**src/rtl/board_generator_if.sv**
```systemverilog
// Connection bundle between board_generator and its neighbours: request/seed inputs,
// the INITIAL_BOARD write port, status pulses and the BEGIN_GAME handshake.
interface board_generator_if;
  logic        GEN_REQ;
  logic [15:0] SEED;
  logic [4:0]  final_SIZE;
  logic        CELL_WE;
  logic [4:0]  CELL_ROW;
  logic [4:0]  CELL_COL;
  logic [2:0]  CELL_COLOR;
  logic        GEN_BUSY;
  logic        GEN_DONE;
  logic        GEN_ERR;
  logic        BEGIN_GAME;
  logic        ACK_BEGIN_GAME;

  modport master (
    input  GEN_REQ, SEED, final_SIZE, ACK_BEGIN_GAME,
    output CELL_WE, CELL_ROW, CELL_COL, CELL_COLOR,
           GEN_BUSY, GEN_DONE, GEN_ERR, BEGIN_GAME
  );

  modport slave (
    output GEN_REQ, SEED, final_SIZE, ACK_BEGIN_GAME,
    input  CELL_WE, CELL_ROW, CELL_COL, CELL_COLOR,
           GEN_BUSY, GEN_DONE, GEN_ERR, BEGIN_GAME
  );
endinterface

```
**src/rtl/board_generator.sv**
```systemverilog
// Fills INITIAL_BOARD with LFSR colours one cell per cycle, then hands off via BEGIN_GAME.
// Optional BG_NO_TRIVIAL_CORNER_EN: cells (0,1) and (1,0) may not repeat the colour of (0,0).
//
// state     | meaning
// IDLE      | waiting for GEN_REQ; illegal size pulses GEN_ERR
// FILL      | LFSR steps each cycle; accepted candidates are written row-major
// HANDSHAKE | BEGIN_GAME raised and held until ACK_BEGIN_GAME
// RELEASE   | waiting for ACK_BEGIN_GAME to drop, then GEN_DONE
module board_generator #(
  parameter int          NUM_COLORS   = 6,
  parameter logic [15:0] SEED_DEFAULT = 16'hACE1
) (
  input logic              CLOCK,
  input logic              RESET,
  board_generator_if.master bus
);

  typedef enum logic [1:0] {IDLE, FILL, HANDSHAKE, RELEASE} state_t;

  localparam logic [3:0] NUM_COLORS_W = 4'(NUM_COLORS);

  state_t      state_q, state_d;
  logic [15:0] lfsr_q, lfsr_d, lfsr_step;
  logic [4:0]  size_q, size_d;
  logic [4:0]  row_q, row_d, col_q, col_d;
  logic        cell_we_q, cell_we_d;
  logic [4:0]  cell_row_q, cell_row_d, cell_col_q, cell_col_d;
  logic [2:0]  cell_color_q, cell_color_d;
  logic        busy_q, busy_d, done_q, done_d, err_q, err_d, begin_q, begin_d;
  logic [2:0]  cand;
  logic [4:0]  last_idx;
  logic        size_legal, corner_hit, accept;
`ifdef BG_NO_TRIVIAL_CORNER_EN
  logic [2:0]  corner_q, corner_d;
`endif

  assign lfsr_step  = lfsr_q[0] ? ((lfsr_q >> 1) ^ 16'hB400) : (lfsr_q >> 1);
  assign cand       = lfsr_step[2:0];
  assign last_idx   = size_q - 5'd1;
  // Legal edges are 2,6,...,26: low bits 2'b10 and no larger than 26.
  assign size_legal = (bus.final_SIZE[1:0] == 2'b10) && (bus.final_SIZE <= 5'd26);

`ifdef BG_NO_TRIVIAL_CORNER_EN
  assign corner_hit = (((row_q == 5'd0) && (col_q == 5'd1)) ||
                       ((row_q == 5'd1) && (col_q == 5'd0))) && (cand == corner_q);
`else
  assign corner_hit = 1'b0;
`endif

  assign accept = ({1'b0, cand} < NUM_COLORS_W) && !corner_hit;

  always_ff @(posedge CLOCK) begin
    if (RESET) state_q <= IDLE;
    else       state_q <= state_d;
  end

  always_comb begin
    state_d      = state_q;
    lfsr_d       = lfsr_q;
    size_d       = size_q;
    row_d        = row_q;
    col_d        = col_q;
    cell_we_d    = 1'b0;
    cell_row_d   = cell_row_q;
    cell_col_d   = cell_col_q;
    cell_color_d = cell_color_q;
    busy_d       = busy_q;
    done_d       = 1'b0;
    err_d        = 1'b0;
    begin_d      = begin_q;
`ifdef BG_NO_TRIVIAL_CORNER_EN
    corner_d     = corner_q;
`endif
    case (state_q)
      IDLE: begin
        if (bus.GEN_REQ) begin
          size_d = bus.final_SIZE;
          if (size_legal) begin
            lfsr_d  = (bus.SEED == 16'd0) ? SEED_DEFAULT : bus.SEED;
            row_d   = 5'd0;
            col_d   = 5'd0;
            busy_d  = 1'b1;
            state_d = FILL;
          end else begin
            err_d = 1'b1;
          end
        end
      end
      FILL: begin
        lfsr_d = lfsr_step;
        if (accept) begin
          cell_we_d    = 1'b1;
          cell_row_d   = row_q;
          cell_col_d   = col_q;
          cell_color_d = cand;
`ifdef BG_NO_TRIVIAL_CORNER_EN
          if ((row_q == 5'd0) && (col_q == 5'd0)) corner_d = cand;
`endif
          if (col_q == last_idx) begin
            col_d = 5'd0;
            if (row_q == last_idx) state_d = HANDSHAKE;
            else                   row_d   = row_q + 5'd1;
          end else begin
            col_d = col_q + 5'd1;
          end
        end
      end
      HANDSHAKE: begin
        // First cycle here coincides with the last write; BEGIN_GAME follows one cycle later.
        if (!begin_q) begin
          begin_d = 1'b1;
        end else if (bus.ACK_BEGIN_GAME) begin
          begin_d = 1'b0;
          state_d = RELEASE;
        end
      end
      RELEASE: begin
        if (!bus.ACK_BEGIN_GAME) begin
          done_d  = 1'b1;
          busy_d  = 1'b0;
          state_d = IDLE;
        end
      end
      default: state_d = IDLE;
    endcase
  end

  always_ff @(posedge CLOCK) begin
    if (RESET) begin
      lfsr_q       <= SEED_DEFAULT;
      size_q       <= 5'd0;
      row_q        <= 5'd0;
      col_q        <= 5'd0;
      cell_we_q    <= 1'b0;
      cell_row_q   <= 5'd0;
      cell_col_q   <= 5'd0;
      cell_color_q <= 3'd0;
      busy_q       <= 1'b0;
      done_q       <= 1'b0;
      err_q        <= 1'b0;
      begin_q      <= 1'b0;
`ifdef BG_NO_TRIVIAL_CORNER_EN
      corner_q     <= 3'd0;
`endif
    end else begin
      lfsr_q       <= lfsr_d;
      size_q       <= size_d;
      row_q        <= row_d;
      col_q        <= col_d;
      cell_we_q    <= cell_we_d;
      cell_row_q   <= cell_row_d;
      cell_col_q   <= cell_col_d;
      cell_color_q <= cell_color_d;
      busy_q       <= busy_d;
      done_q       <= done_d;
      err_q        <= err_d;
      begin_q      <= begin_d;
`ifdef BG_NO_TRIVIAL_CORNER_EN
      corner_q     <= corner_d;
`endif
    end
  end

  assign bus.CELL_WE    = cell_we_q;
  assign bus.CELL_ROW   = cell_row_q;
  assign bus.CELL_COL   = cell_col_q;
  assign bus.CELL_COLOR = cell_color_q;
  assign bus.GEN_BUSY   = busy_q;
  assign bus.GEN_DONE   = done_q;
  assign bus.GEN_ERR    = err_q;
  assign bus.BEGIN_GAME = begin_q;

endmodule

```
**src/flat_wrapper.sv**
```systemverilog
// flat-port wrapper written by rule: the top's interface ports become plain ports
module board_generator_flat 
#(
  parameter int          NUM_COLORS   = 6,
  parameter logic [15:0] SEED_DEFAULT = 16'hACE1
)
  (CLOCK, RESET, bus_GEN_REQ, bus_SEED, bus_final_SIZE, bus_ACK_BEGIN_GAME, bus_CELL_WE, bus_CELL_ROW, bus_CELL_COL, bus_CELL_COLOR, bus_GEN_BUSY, bus_GEN_DONE, bus_GEN_ERR, bus_BEGIN_GAME);
  board_generator_if bus_i ();
  input logic CLOCK;
  input logic RESET;
  input wire logic [$bits(bus_i.GEN_REQ)-1:0] bus_GEN_REQ;
  input wire logic [$bits(bus_i.SEED)-1:0] bus_SEED;
  input wire logic [$bits(bus_i.final_SIZE)-1:0] bus_final_SIZE;
  input wire logic [$bits(bus_i.ACK_BEGIN_GAME)-1:0] bus_ACK_BEGIN_GAME;
  output wire logic [$bits(bus_i.CELL_WE)-1:0] bus_CELL_WE;
  output wire logic [$bits(bus_i.CELL_ROW)-1:0] bus_CELL_ROW;
  output wire logic [$bits(bus_i.CELL_COL)-1:0] bus_CELL_COL;
  output wire logic [$bits(bus_i.CELL_COLOR)-1:0] bus_CELL_COLOR;
  output wire logic [$bits(bus_i.GEN_BUSY)-1:0] bus_GEN_BUSY;
  output wire logic [$bits(bus_i.GEN_DONE)-1:0] bus_GEN_DONE;
  output wire logic [$bits(bus_i.GEN_ERR)-1:0] bus_GEN_ERR;
  output wire logic [$bits(bus_i.BEGIN_GAME)-1:0] bus_BEGIN_GAME;
  assign bus_i.GEN_REQ = bus_GEN_REQ;
  assign bus_i.SEED = bus_SEED;
  assign bus_i.final_SIZE = bus_final_SIZE;
  assign bus_i.ACK_BEGIN_GAME = bus_ACK_BEGIN_GAME;
  assign bus_CELL_WE = bus_i.CELL_WE;
  assign bus_CELL_ROW = bus_i.CELL_ROW;
  assign bus_CELL_COL = bus_i.CELL_COL;
  assign bus_CELL_COLOR = bus_i.CELL_COLOR;
  assign bus_GEN_BUSY = bus_i.GEN_BUSY;
  assign bus_GEN_DONE = bus_i.GEN_DONE;
  assign bus_GEN_ERR = bus_i.GEN_ERR;
  assign bus_BEGIN_GAME = bus_i.BEGIN_GAME;
  board_generator #(.NUM_COLORS(NUM_COLORS), .SEED_DEFAULT(SEED_DEFAULT)) u_core (.CLOCK(CLOCK), .RESET(RESET), .bus(bus_i));
endmodule
```
**config.mk**
```make
export PLATFORM = sky130hd
export DESIGN_NAME = board_generator_flat
export DESIGN_NICKNAME = d
export VERILOG_FILES = /design/src/rtl/board_generator_if.sv /design/src/rtl/board_generator.sv /design/src/flat_wrapper.sv
export SDC_FILE = /design/constraint.sdc
export NUM_CORES = 1
export LEC_CHECK = 0
export ABC_AREA = 1
export BUFFER_PORTS_ARGS = -buffer_cell sky130_fd_sc_hd__buf_2
export CORE_ASPECT_RATIO = 2
export CORE_MARGIN = 5
export CORE_UTILIZATION = 40
export CTS_BUF_LIST = sky130_fd_sc_hd__clkbuf_4 sky130_fd_sc_hd__clkbuf_8
export CTS_CLUSTER_DIAMETER = 60
export DETAILED_ROUTE_END_ITERATION = 16
export HOLD_SLACK_MARGIN = 0.05
export PLACE_DENSITY = 0.69
export SYNTH_ARGS = -nofsm -noshare
export SYNTH_HDL_FRONTEND = slang
export SYNTH_SLANG_ARGS = --single-unit
```
**constraint.sdc**
```tcl
create_clock -name CLOCK -period 1.84 [get_ports CLOCK]
set_clock_uncertainty 0.05 [all_clocks]
set_input_delay 0.184 -clock CLOCK [delete_from_list [all_inputs] [get_ports CLOCK]]
set_output_delay 0.184 -clock CLOCK [all_outputs]
set_load 0.1 [all_outputs]
```
**After elaboration in Yosys (flattened, before gate mapping)**

Cells that the tools add are included.

- Bits of input ports: 25
- Logic and storage cells: 84
- Register bits: 51
- Output and inout bits: 18

- Bitwise logic cells: 5
- Add/subtract/negate cells: 3
- Order comparisons: 2
- Eq/ne operators: 15
- Multiplexer cells: 31
- Reductions and logical operators: 15

Operators by type and width:

| operator | count |
|---|---|
| $mux W16 | 4 |
| $mux W5 | 7 |
| $pmux W16 S2 | 1 |
| $pmux W5 S2 | 2 |
| $logic_not A16 Y1 | 1 |
| $mux W2 | 8 |
| $add A5 B1 Y5 const B | 2 |
| $eq A5 B5 Y1 | 2 |
| $ne A2 B1 Y1 const B | 5 |
| $ne A2 B2 Y1 const B | 4 |
| $pmux W2 S4 | 1 |
| $reduce_and A4 Y1 | 2 |
| $reduce_and A8 Y1 | 1 |
| $mux W1 | 7 |
| $eq A2 B2 Y1 const B | 3 |
| $reduce_and A6 Y1 | 1 |
| $le A5 B5 Y1 const B | 1 |
| $sub A5 B1 Y5 const B | 1 |
| $not A1 Y1 | 4 |
| $not A3 Y4 | 1 |
| $reduce_and A2 Y1 | 2 |
| $reduce_bool A2 Y1 | 2 |
| $reduce_or A2 Y1 | 2 |
| $lt A3 B3 Y1 const B | 1 |
| 6 further kinds | 6 |

**Longest topological paths before layout**

Gate-level depths: netlist of the first run.

- Depth in word-level cells: 6
- Mapped depth: 14
- Gate-level depth less buffers: 14

**Least setup slack after synthesis of the first run**

No wires, ideal clock.

- Path kind: register to register
- Start: register u_core.begin_q, in the netlist u_core.bus.BEGIN_GAME
- End: register u_core.state_q[0]
- Slack: 0.021 ns
- Library setup time: 0.064 ns
- Period minus slack after synthesis: 1.819 ns
- Cell stages (with the launch flop): 7
- Path buffers: 0
- Arrival time: 1.705 ns
- Cell sequence: dfxtp_1 -> a21oi_1 -> nor3_1 -> nand3_1 -> nand2_1 -> inv_1 -> nor2_1

- Cells in the longest elaborated chain, start to end: 2

Ends and longest elaborated chain:

| item | line | source |
|---|---|---|
| start, declared | board_generator.sv:29 | `logic busy_q, busy_d, done_q, done_d, err_q, err_d, begin_q, begin_d;` |
| start signal, assigned | board_generator.sv:157 | `begin_q <= begin_d;` |
| $ne A2 B1 Y1 (no line) | n/a |  |
| $reduce_and A8 Y1 (no line) | n/a |  |
| end signal, assigned | board_generator.sv:54 | `else state_q <= state_d;` |
| end, declared | board_generator.sv:22 | `state_t state_q, state_d;` |

Every way passes these cells.
A chain may end at the register's enable or synchronous reset.

**Worst setup path in the final report of the first run**

- Start: register u_core.state_q[1]
- End: register u_core.state_q[0]

- Cells in the longest elaborated chain, start to end: 3
- Elaborated cells between the ends (all ways): 14

Ends and longest elaborated chain:

| item | line | source |
|---|---|---|
| $eq A2 B2 Y1 (tied with other cells) | board_generator.sv:74 | `case (state_q)` |
| $ne A2 B1 Y1 (no line) / $ne A2 B2 Y1 (equally long branches) | n/a |  |
| $reduce_and A8 Y1 (no line) | n/a |  |

Parallel ways exist; a longest one is shown, timed or not.

==> run summary, run 1 <==
number of global-route vias before repair: 2295
Mapped Cells: 368
part of the power in combinational logic: 49.9%
syn nets: 400
top cells by area, synth: dfxtp_1 (40%), nand2_1 (12%), a21oi_1 (8.0%)
Max FO, Critical Path: 4
clock latency on the worst-skew pair: 0.32 ns
final WL: 6610 um
Period minus WS final: 1.74 ns
Final Max Slew Viols: 0
first-pass GRT wire length: 10300 um
post-synthesis async set-or-reset flop share: 0%
Yosys warnings: 0
Avg Cell Area, Syn: 6.96 um^2
post-synth top area cell: dfxtp_1
TritonCTS Sinks: 51
critical path data required time: 2.04 ns
row cnt: 41
path category of the worst min-delay check: input port to flop
post-synthesis sequential area ratio: 39.9%
mapped cell area: 2560 um^2
# DRC: 0
status: finished clean
htree depth: 2
HPWL Detailed: 4980 um
Chip Width: 66.6 um
Yosys top cell area share: 39.9%
pwr/cell area: 1480 nW/um^2
antenna violations before repair: 0
Final setup viols: 0
wire per inst: 13.1 um
average vias per placed instance: 5.09
Routed Antenna Nets: 0
placer congestion estimate: 0.845
post-synth cell types: 32
die area: 8200 um^2
Overflow after GRT: 0
vias: 2567
max frequency: 0.575 GHz
register share of total power: 34.8%
height of the die: 123 um
number of synthesized flops with an enable pin: 0
largest net degree at the start of global routing: 25
unrepaired setup endpoints after global routing: yes
clock power share: 15.3%
IO Pins: 43
number of max-cap violations: 0
drt pass-1 iters: 4
Tot Pwr: 4.56 mW
PortBufs: 42
leading cell types by count after synthesis: nand2_1 (84), dfxtp_1 (51), a21oi_1 (41)
Area Overhead vs Synth: 20.4%
# nets final: 449
Core Util, Final: 49.2%
GR Util All Layers: 16.7%
Clock transition at path regs: 0.10 ns
ANT cells: 0
CTS tree: built
fraction of the cycle the final worst path needs: 94.6%
Initial Util: 40.9%
Synth Flop Type: dfxtp_1
Power Internal: 2.36 mW
most frequent cell after synthesis: nand2_1
final hold slack: 0.0689 ns
share of cells above drive strength 1: 20.8%
Hold Vio Cnt, Final: 0
core area: 6260 um^2
Slew headroom: 67.2%
TritonCTS Buffers: 5
filler instances: 671
sw power: 2.20 mW
Yosys reg bits: 51
WP data arrival: 1.94 ns
Crit Path Class: flop to flop
Worst setup SP type: flop
Starting DRT DRC Count: 104
CTS Root Cell: clkbuf_8
Slew @ Worst Pin: 0.496 ns
Lkg Pwr: 1.41 nW
Setup crit end kind: flop
Net Sw Frac: 48.2%
Bufs on Longest Clock Path: 2
peak supply drop: 893 uV
==> sequential cells by signal, indices dropped and copies added, names as in the netlist <==
signal and count:
u_core.lfsr_q 16, u_core.bus.CELL_COL 5, u_core.bus.CELL_ROW 5, u_core.col_q 5, u_core.row_q 5, u_core.size_q 5
u_core.bus.CELL_COLOR 3, u_core.state_q 2, u_core.bus.BEGIN_GAME 1, u_core.bus.CELL_WE 1, u_core.bus.GEN_BUSY 1, u_core.bus.GEN_DONE 1
u_core.bus.GEN_ERR 1
==> metal layers <==
metal	share of wire (%)	up-vias	global-route usage [%]
met5	0	-	0
met4	3.5	0	9.80
met3	2.8	14	2.45
met2	58	59	31.7
met1	36	1173	16.2
li1	-	1321	-
==> path summary, 6_finish.rpt <==
check                                 startpoint                               endpoint  slack, ns  cells after the start
setup / recovery  u_core.state_q[1]$_SDFFE_PP0P_         u_core.state_q[0]$_SDFFE_PP0P_        0.1                     10
hold / removal                       bus_SEED[9]          u_core.lfsr_q[9]$_SDFFE_PP0P_       0.07                      3
setup reg to reg  u_core.state_q[1]$_SDFFE_PP0P_         u_core.state_q[0]$_SDFFE_PP0P_        0.1                     10
hold reg to reg    u_core.lfsr_q[1]$_SDFFE_PP0P_  u_core.bus.CELL_COLOR[0]$_SDFFE_PP0P_       0.40                      2
==> cell families after synthesis <==
| kind of cell | share of synthesized area (%) |
|---|---|
| flip-flops | 39.9 |
| XOR/XNOR | 1.37 |
| adder cells (fa/ha/maj) | 3.42 |
| buffers and inverters | 8.70 |
| AO/OA/AOI/OAI | 16.0 |
| AND/OR/NAND/NOR | 30.6 |
==> through the flow <==
step	worst slack (ns)	instances	setup TNS, ns	cell area, um^2
3_3_place_gp	-0.0118	492	-0.0118	2880
3_5_place_dp	-0.0407	492	-0.0413	2880
2_1_floorplan	0.0211	368	0	2560
6_report	0.0995	504	0	3080
5_1_grt	0.000119	504	0	3080
4_1_cts	0.000190	502	0	3010
==> timing repair <==
item,in CTS,in global routing
buffers inserted,0,0
cloned,0,2
gates resized for setup,2,16
pin swaps,0,2
hold endpoints to repair,2,0
endpoints found under the setup margin,3,26
hold buffers,2,0
==> worst max-delay path, cell delays in order, from the launching register on <==
cell and delay, ns:
dfxtp_1 0.36, inv_1 0.08, ha_1 0.24, nand3_1 0.20, nand2_1 0.08, nor3_1 0.18
buf_4 0.17, nand3_1 0.09, nand2_1 0.07, inv_1 0.03, nor2_1 0.11
==> power groups by stage <==
stage	registers, mW	logic (mW)	clock network [mW]
CTS	1.58	2.16	0.720
finish	1.58	2.28	0.699
global route	1.62	2.53	0.758
detailed placement	1.61	2.14	0
global placement	1.60	2.11	0
floorplan	1.89	1.34	0
==> cell usage in the layout, fill, tap and decap left out, types with 5 or more instances in the layout <==
cell and count:
clkbuf_8 5, o21ai_0 23, buf_2 42, nand3_1 29, dfxtp_1 48, buf_4 10
nand2_1 82, ha_1 5, nor2_1 33, inv_1 36, a21oi_1 41, nor3_1 6
nand2_2 6
==> area by class of cell <==
class                   count  area (um^2)  share of cell area [%]
multi-input cells         264         1380                    44.7
well taps                  86          108                    3.49
inverters                  39          153                    4.95
repair inverters            1         7.51                   0.244
clock inverters             3         26.3                   0.853
clock buffers               5         68.8                    2.23
repair buffers             55          317                    10.3
flip-flops and latches     51         1020                    33.3
(Power assumes the default switching activity.)
==> inputs of run 2 (changes only) <==
--- a/config.mk
+++ b/config.mk
@@ -9,7 +9,7 @@
 export BUFFER_PORTS_ARGS = -buffer_cell sky130_fd_sc_hd__buf_2
 export CORE_ASPECT_RATIO = 2
 export CORE_MARGIN = 5
-export CORE_UTILIZATION = 40
+export CORE_UTILIZATION = 45
 export CTS_BUF_LIST = sky130_fd_sc_hd__clkbuf_4 sky130_fd_sc_hd__clkbuf_8
 export CTS_CLUSTER_DIAMETER = 60
 export DETAILED_ROUTE_END_ITERATION = 16
==> run 2 against run 1 <==
Setup slack lost 0.044 ns; non-clock buffer count is 2 higher; first-iteration DRC count rose by 37%; sequential share of layout area barely moved; sequential cell count did not move; die area shrank 9.9%; total power rose by 3.2%.
==> run summary, run 2 (synthesized netlist as in run 1, its figures left out) <==
final WL: 6380 um (-3.4%)
Bufs on Longest Clock Path: 2 (unchanged)
WP data arrival: 1.94 ns (about the same)
largest net degree at the start of global routing: 25 (unchanged)
status: finished clean
pre-CTS setup slack: -0.0103 ns (+0.0304 ns)
fin area: 3090 um^2 (+0.20%)
Most flops, register: u_core.lfsr_q
unrepaired setup endpoints after global routing: yes
final hold slack: 0.0612 ns (-0.00769 ns)
antenna violations before repair: 0 (unchanged)
final setup margin: 0.0554 ns (-0.0441 ns)
number of global-route vias before repair: 2473 (+7.8%)
Initial Util: 45.6% (+4.7 points)
Slew @ Worst Pin: 0.484 ns (-0.0124 ns)
Final setup viols: 0 (unchanged)
height of the die: 117 um (-5.3%)
Chip Width: 63.3 um (-4.9%)
wire per inst: 13.3 um (+1.7%)
TritonCTS Buffers: 5 (unchanged)
Lkg Pwr: 1.41 nW (-0.29%)
Routed Antenna Nets: 0 (unchanged)
TritonCTS Sinks: 51 (unchanged)
fraction of the cycle the final worst path needs: 97.0% (+2.4 points)
commonest non-fill, non-tap cell in the layout: nand2_1
CTS tree: built
Tot Pwr: 4.70 mW (+3.2%)
Worst setup SP type: flop
core area: 5610 um^2 (-10%)
path category of the worst min-delay check: input port to flop
Overflow after GRT: 0 (unchanged)
Crit Path Class: flop to flop
filler instances: 517 (-23%)
footprint of the multi-input gates: 1400 um^2 (+1.5%)
share of cells above drive strength 1: 23.4% (+2.6 points)
HPWL Detailed: 4570 um (-8.2%)
first-pass GRT wire length: 10400 um (+1.1%)
Placement Cell Area: 2850 um^2 (-1.3%)
Starting DRT DRC Count: 142 (+37%)
Period minus WS final: 1.78 ns (+0.0441 ns)
ANT cells: 0 (unchanged)
Slew headroom: 67.7% (+0.56 points)
Setup crit end kind: flop
CTS Root Cell: clkbuf_8
average vias per placed instance: 5.44 (+6.9%)
Max FO, Critical Path: 5 (+1)
Area Overhead vs Synth: 20.6%
placer congestion estimate: 0.899 (+6.4%)
# nets final: 450 (+0.22%)
# DRC: 0 (unchanged)
max frequency: 0.560 GHz (-2.5%)
post-route insts no fill: 479 (-5.0%)
critical path data required time: 2.00 ns (-0.04 ns)
die area: 7390 um^2 (-9.9%)
most frequent cells in the layout: nand2_1 (78), dfxtp_1 (47), buf_2 (42)
Core Util, Final: 55.0% (+5.8 points)
PortBufs: 42 (unchanged)
vias: 2607 (+1.6%)
peak supply drop: 1150 uV (+29%)
htree depth: 2 (unchanged)
Seq. cell area: 1030 um^2 (+0.12%)
pwr/cell area: 1520 nW/um^2 (+3.0%)
number of max-cap violations: 0 (unchanged)
Final Max Slew Viols: 0 (unchanged)
setup_tns: 0 ns (unchanged)
placed insts: 466 (-5.3%)
clock latency on the worst-skew pair: 0.32 ns (about the same)
drt pass-1 iters: 4 (unchanged)
Clock transition at path regs: 0.10 ns (about the same)
IO Pins: 43 (unchanged)
Hold Vio Cnt, Final: 0 (unchanged)
max FFs per register: 16 (unchanged)
row cnt: 39 (-4.9%)
GR Util All Layers: 17.3% (+0.59 points)
==> run 2: cell types whose count changed in the layout (fill, tap and decap cells not counted), moves of 2 or more <==
cell,before,now
nor3_2,0,2
buf_4,10,13
nand2_2,6,10
inv_6,2,0
inv_2,1,5
nand2_1,82,78
inv_1,36,32
==> run 2: worst max-delay path, cell delays in order (launching register included) <==
cell     delay, ns
dfxtp_2       0.35
inv_2         0.05
ha_4          0.28
inv_2         0.03
nand2_1       0.05
nand2_1       0.05
nor2_1        0.09
nand3_1       0.09
nor2_2        0.13
nand3_2       0.16
nand3_4       0.14
nand2_1       0.06
nand2_1       0.08
nor2_2        0.05
==> run 2: layout make-up <==
| cell class | instances | share of cell area, % |
|---|---|---|
| repair buffers | 57 | 10.6 |
| flip-flops and latches | 51 | 33.2 |
| inverters | 39 | 4.94 |
| multi-input cells | 264 | 45.3 |
| clock inverters | 2 | 1.22 |
| clock buffers | 5 | 2.23 |
| well taps | 61 | 2.47 |
==> run 2: where the power goes <==
part	total, mW	switching [mW]	internal (mW)
Combinational	2.34	1.59	0.747
Sequential	1.59	0.219	1.37
Clock	0.774	0.377	0.398
Total	4.70	2.19	2.51
==> run 2: repair_timing <==
item | 4_1_cts | 5_1_grt
hold endpoints to repair | 1 | 1
buffers inserted | 0 | 3
gates cloned | 1 | 0
endpoints found under the setup margin | 5 | 21
pin swaps | 1 | 11
resized for setup | 4 | 23
hold buffers | 1 | 1
==> run 2: layer usage <==
metal | global-route usage (%) | share of wire [%] | up-vias
met2 | 29.8 | 50 | 76
met1 | 19.6 | 42 | 1205
met4 | 6.93 | 2.4 | 0
li1 | - | - | 1312
met3 | 5.20 | 5.7 | 14
met5 | 0 | 0 | -
==> run 2: path summary, 6_finish.rpt <==
check,from,slack [ns],cells past startpoint,end
worst max-delay path,u_core.size_q[1]$_SDFFE_PP0P_,0.06,13,u_core.row_q[0]$_SDFFE_PP0P_
worst min-delay path,bus_SEED[9],0.06,3,u_core.lfsr_q[9]$_SDFFE_PP0P_
worst min register to register,u_core.lfsr_q[1]$_SDFFE_PP0P_,0.40,2,u_core.bus.CELL_COLOR[0]$_SDFFE_PP0P_
worst max register to register,u_core.size_q[1]$_SDFFE_PP0P_,0.06,13,u_core.row_q[0]$_SDFFE_PP0P_
==> inputs of run 3 (changes only) <==
--- a/config.mk
+++ b/config.mk
@@ -14,7 +14,7 @@
 export CTS_CLUSTER_DIAMETER = 60
 export DETAILED_ROUTE_END_ITERATION = 16
 export HOLD_SLACK_MARGIN = 0.05
-export PLACE_DENSITY = 0.69
+export PLACE_DENSITY = 0.66
 export SYNTH_ARGS = -nofsm -noshare
 export SYNTH_HDL_FRONTEND = slang
 export SYNTH_SLANG_ARGS = --single-unit
==> run 3 against run 2 <==
Setup slack better by 0.063 ns; via count shrank 1.2%; wire length grew 0.39%; critical path type unchanged.
==> run summary, run 3 (synthesized netlist as in run 1, its figures left out) <==
clock latency on the worst-skew pair: 0.31 ns (about the same)
share of cells above drive strength 1: 24.3% (+0.84 points)
fraction of the cycle the final worst path needs: 93.6% (-3.4 points)
CP max-delay cell: dfxtp_2
setup_tns: 0 ns (unchanged)
Most flops, register: u_core.lfsr_q
height of the die: 117 um (unchanged)
IO Pins: 43 (unchanged)
WP data arrival: 1.89 ns (-0.05 ns)
largest net degree at the start of global routing: 25 (unchanged)
critical path data required time: 2.01 ns (about the same)
crit path buf inv count: 2 (unchanged)
Lkg Pwr: 1.43 nW (+1.7%)
core area: 5610 um^2 (unchanged)
Final Max Slew Viols: 0 (unchanged)
max frequency: 0.581 GHz (+3.7%)
Bufs on Longest Clock Path: 2 (unchanged)
CTS Root Cell: clkbuf_8
Chip Width: 63.3 um (unchanged)
CP top delay family: simple AND/OR/NAND/NOR gates
PortBufs: 42 (unchanged)
htree depth: 2 (unchanged)
placed insts: 469 (+0.64%)
Overflow after GRT: 0 (unchanged)
die area: 7390 um^2 (unchanged)
first-pass GRT wire length: 10500 um (+1.0%)
peak supply drop: 1180 uV (+2.7%)
reg2reg setup slack: 0.12 ns (+0.06 ns)
most used cell, CP: nand2_1
Max FO, Critical Path: 5 (unchanged)
number of global-route vias before repair: 2336 (-5.5%)
# nets final: 451 (+0.22%)
Worst setup SP type: flop
pwr/cell area: 1500 nW/um^2 (-1.4%)
Area Overhead vs Synth: 21.7%
end of the critical path: u_core.row_q[0]$_SDFFE_PP0P_
filler instances: 556 (+7.5%)
Clock transition at path regs: 0.09 ns (about the same)
most frequent cells in the layout: nand2_1 (78), dfxtp_1 (48), buf_2 (42)
Starting DRT DRC Count: 144 (+1.4%)
Reg-to-Reg Start: u_core.size_q[1]$_SDFFE_PP0P_
average vias per placed instance: 5.35 (-1.6%)
Hold Vio Cnt, Final: 0 (unchanged)
unrepaired setup endpoints after global routing: yes
Final setup viols: 0 (unchanged)
Critical Path Start: u_core.size_q[1]$_SDFFE_PP0P_
TritonCTS Buffers: 5 (unchanged)
pre-CTS setup slack: -0.0403 ns (-0.0300 ns)
Worst path max stage delay: 0.35 ns (about the same)
antenna violations before repair: 0 (unchanged)
Slew @ Worst Pin: 0.497 ns (+0.0136 ns)
TritonCTS Sinks: 51 (unchanged)
HPWL Detailed: 4730 um (+3.5%)
max FFs per register: 16 (unchanged)
path category of the worst min-delay check: input port to flop
post-route insts no fill: 481 (+0.42%)
Routed Antenna Nets: 0 (unchanged)
cell count along the critical path: 13 (unchanged)
reg2reg path depth: 13 (unchanged)
# DRC: 0 (unchanged)
wire per inst: 13.3 um (about the same)
GR Util All Layers: 17.3% (+0.086 points)
CTS tree: built
ANT cells: 0 (unchanged)
placer congestion estimate: 0.889 (-1.1%)
crit-path cells: inv_2 > ha_4 > inv_1 > nand2_1 > nand2_1 > nor2_2 > nand3_2 > nor2_2 > nand3_2 > nand3_2 > nand2_1 > nand2_1 > nor2_2
commonest non-fill, non-tap cell in the layout: nand2_1
Slew headroom: 67.1% (-0.64 points)
vias: 2575 (-1.2%)
Setup crit end kind: flop
final WL: 6410 um (+0.39%)
RR Endpoint: u_core.row_q[0]$_SDFFE_PP0P_
number of max-cap violations: 0 (unchanged)
drt pass-1 iters: 4 (unchanged)
row cnt: 39 (unchanged)
final setup margin: 0.119 ns (+0.0632 ns)
Period minus WS final: 1.72 ns (-0.0632 ns)
Initial Util: 45.6% (unchanged)
status: finished clean
Crit Path Class: flop to flop
run 3: cell type report:
type	instances	area [um^2]	share of cell area, %
Multi-Input combinational cell	264	1420	45.5
Sequential cell	51	1020	32.9
Timing Repair Buffer	57	333	10.7
Inverter	39	153	4.90
Clock buffer	7	96.3	3.09
Tap cell	61	76.3	2.45
Clock inverter	1	7.51	0.241
Timing Repair inverter	1	7.51	0.241
run 3: report_power, final:
part,switching (mW),total (mW),internal [mW]
Sequential,0.220,1.59,1.37
Combinational,1.60,2.38,0.778
Clock,0.371,0.713,0.342
run 3: per-layer routing:
layer	vias to the layer above	track usage, %	routed length (um)
met5	-	0	0
met4	0	8.04	122
met3	7	4.04	345
met2	68	28.4	3300
met1	1182	21.3	2640
li1	1318	-	-
run 3: tightest hold or removal path, delay by kind of cell:
kind | cells | cell delay, ns
buf+inv | 1 | 0.09
simple gates | 1 | 0.05
compound gates | 1 | 0.08
run 3: per-stage QoR:
step / instance area (um^2) / power [mW] / hold slack [ns] / utilization, %
after floorplan: 2560 / 3.23 / 0.212 / -
after global placement: 2870 / 3.69 / 0.339 / 51.1
after detailed placement: 2870 / 3.74 / 0.344 / 51.1
after CTS: 3000 / 4.50 / 0.0591 / 53.5
after global routing: 3120 / 5.08 / 0.0619 / 55.5
final: 3120 / 4.68 / 0.0760 / 55.5
run 3: worst min-delay path by stage:
stage,slack (ns),to,start,cells after the start
floorplan,0.21,u_core.bus.GEN_DONE$_SDFF_PP0_,bus_ACK_BEGIN_GAME,1
global placement,0.34,u_core.bus.GEN_DONE$_SDFF_PP0_,bus_ACK_BEGIN_GAME,2
detailed placement,0.34,u_core.bus.GEN_DONE$_SDFF_PP0_,bus_ACK_BEGIN_GAME,2
CTS,0.06,u_core.lfsr_q[10]$_SDFFE_PP1P_,bus_SEED[10],3
global route,0.06,u_core.lfsr_q[0]$_SDFFE_PP1P_,bus_SEED[0],3
finish,0.08,u_core.lfsr_q[0]$_SDFFE_PP1P_,bus_SEED[0],3
run 3: repair_timing:
action,CTS,global route
gates cloned,0,2
pin swaps,1,7
endpoints found under the hold margin,1,0
setup buffers,0,1
setup endpoints to repair,14,30
hold buffers,1,0
gates resized for setup,4,28
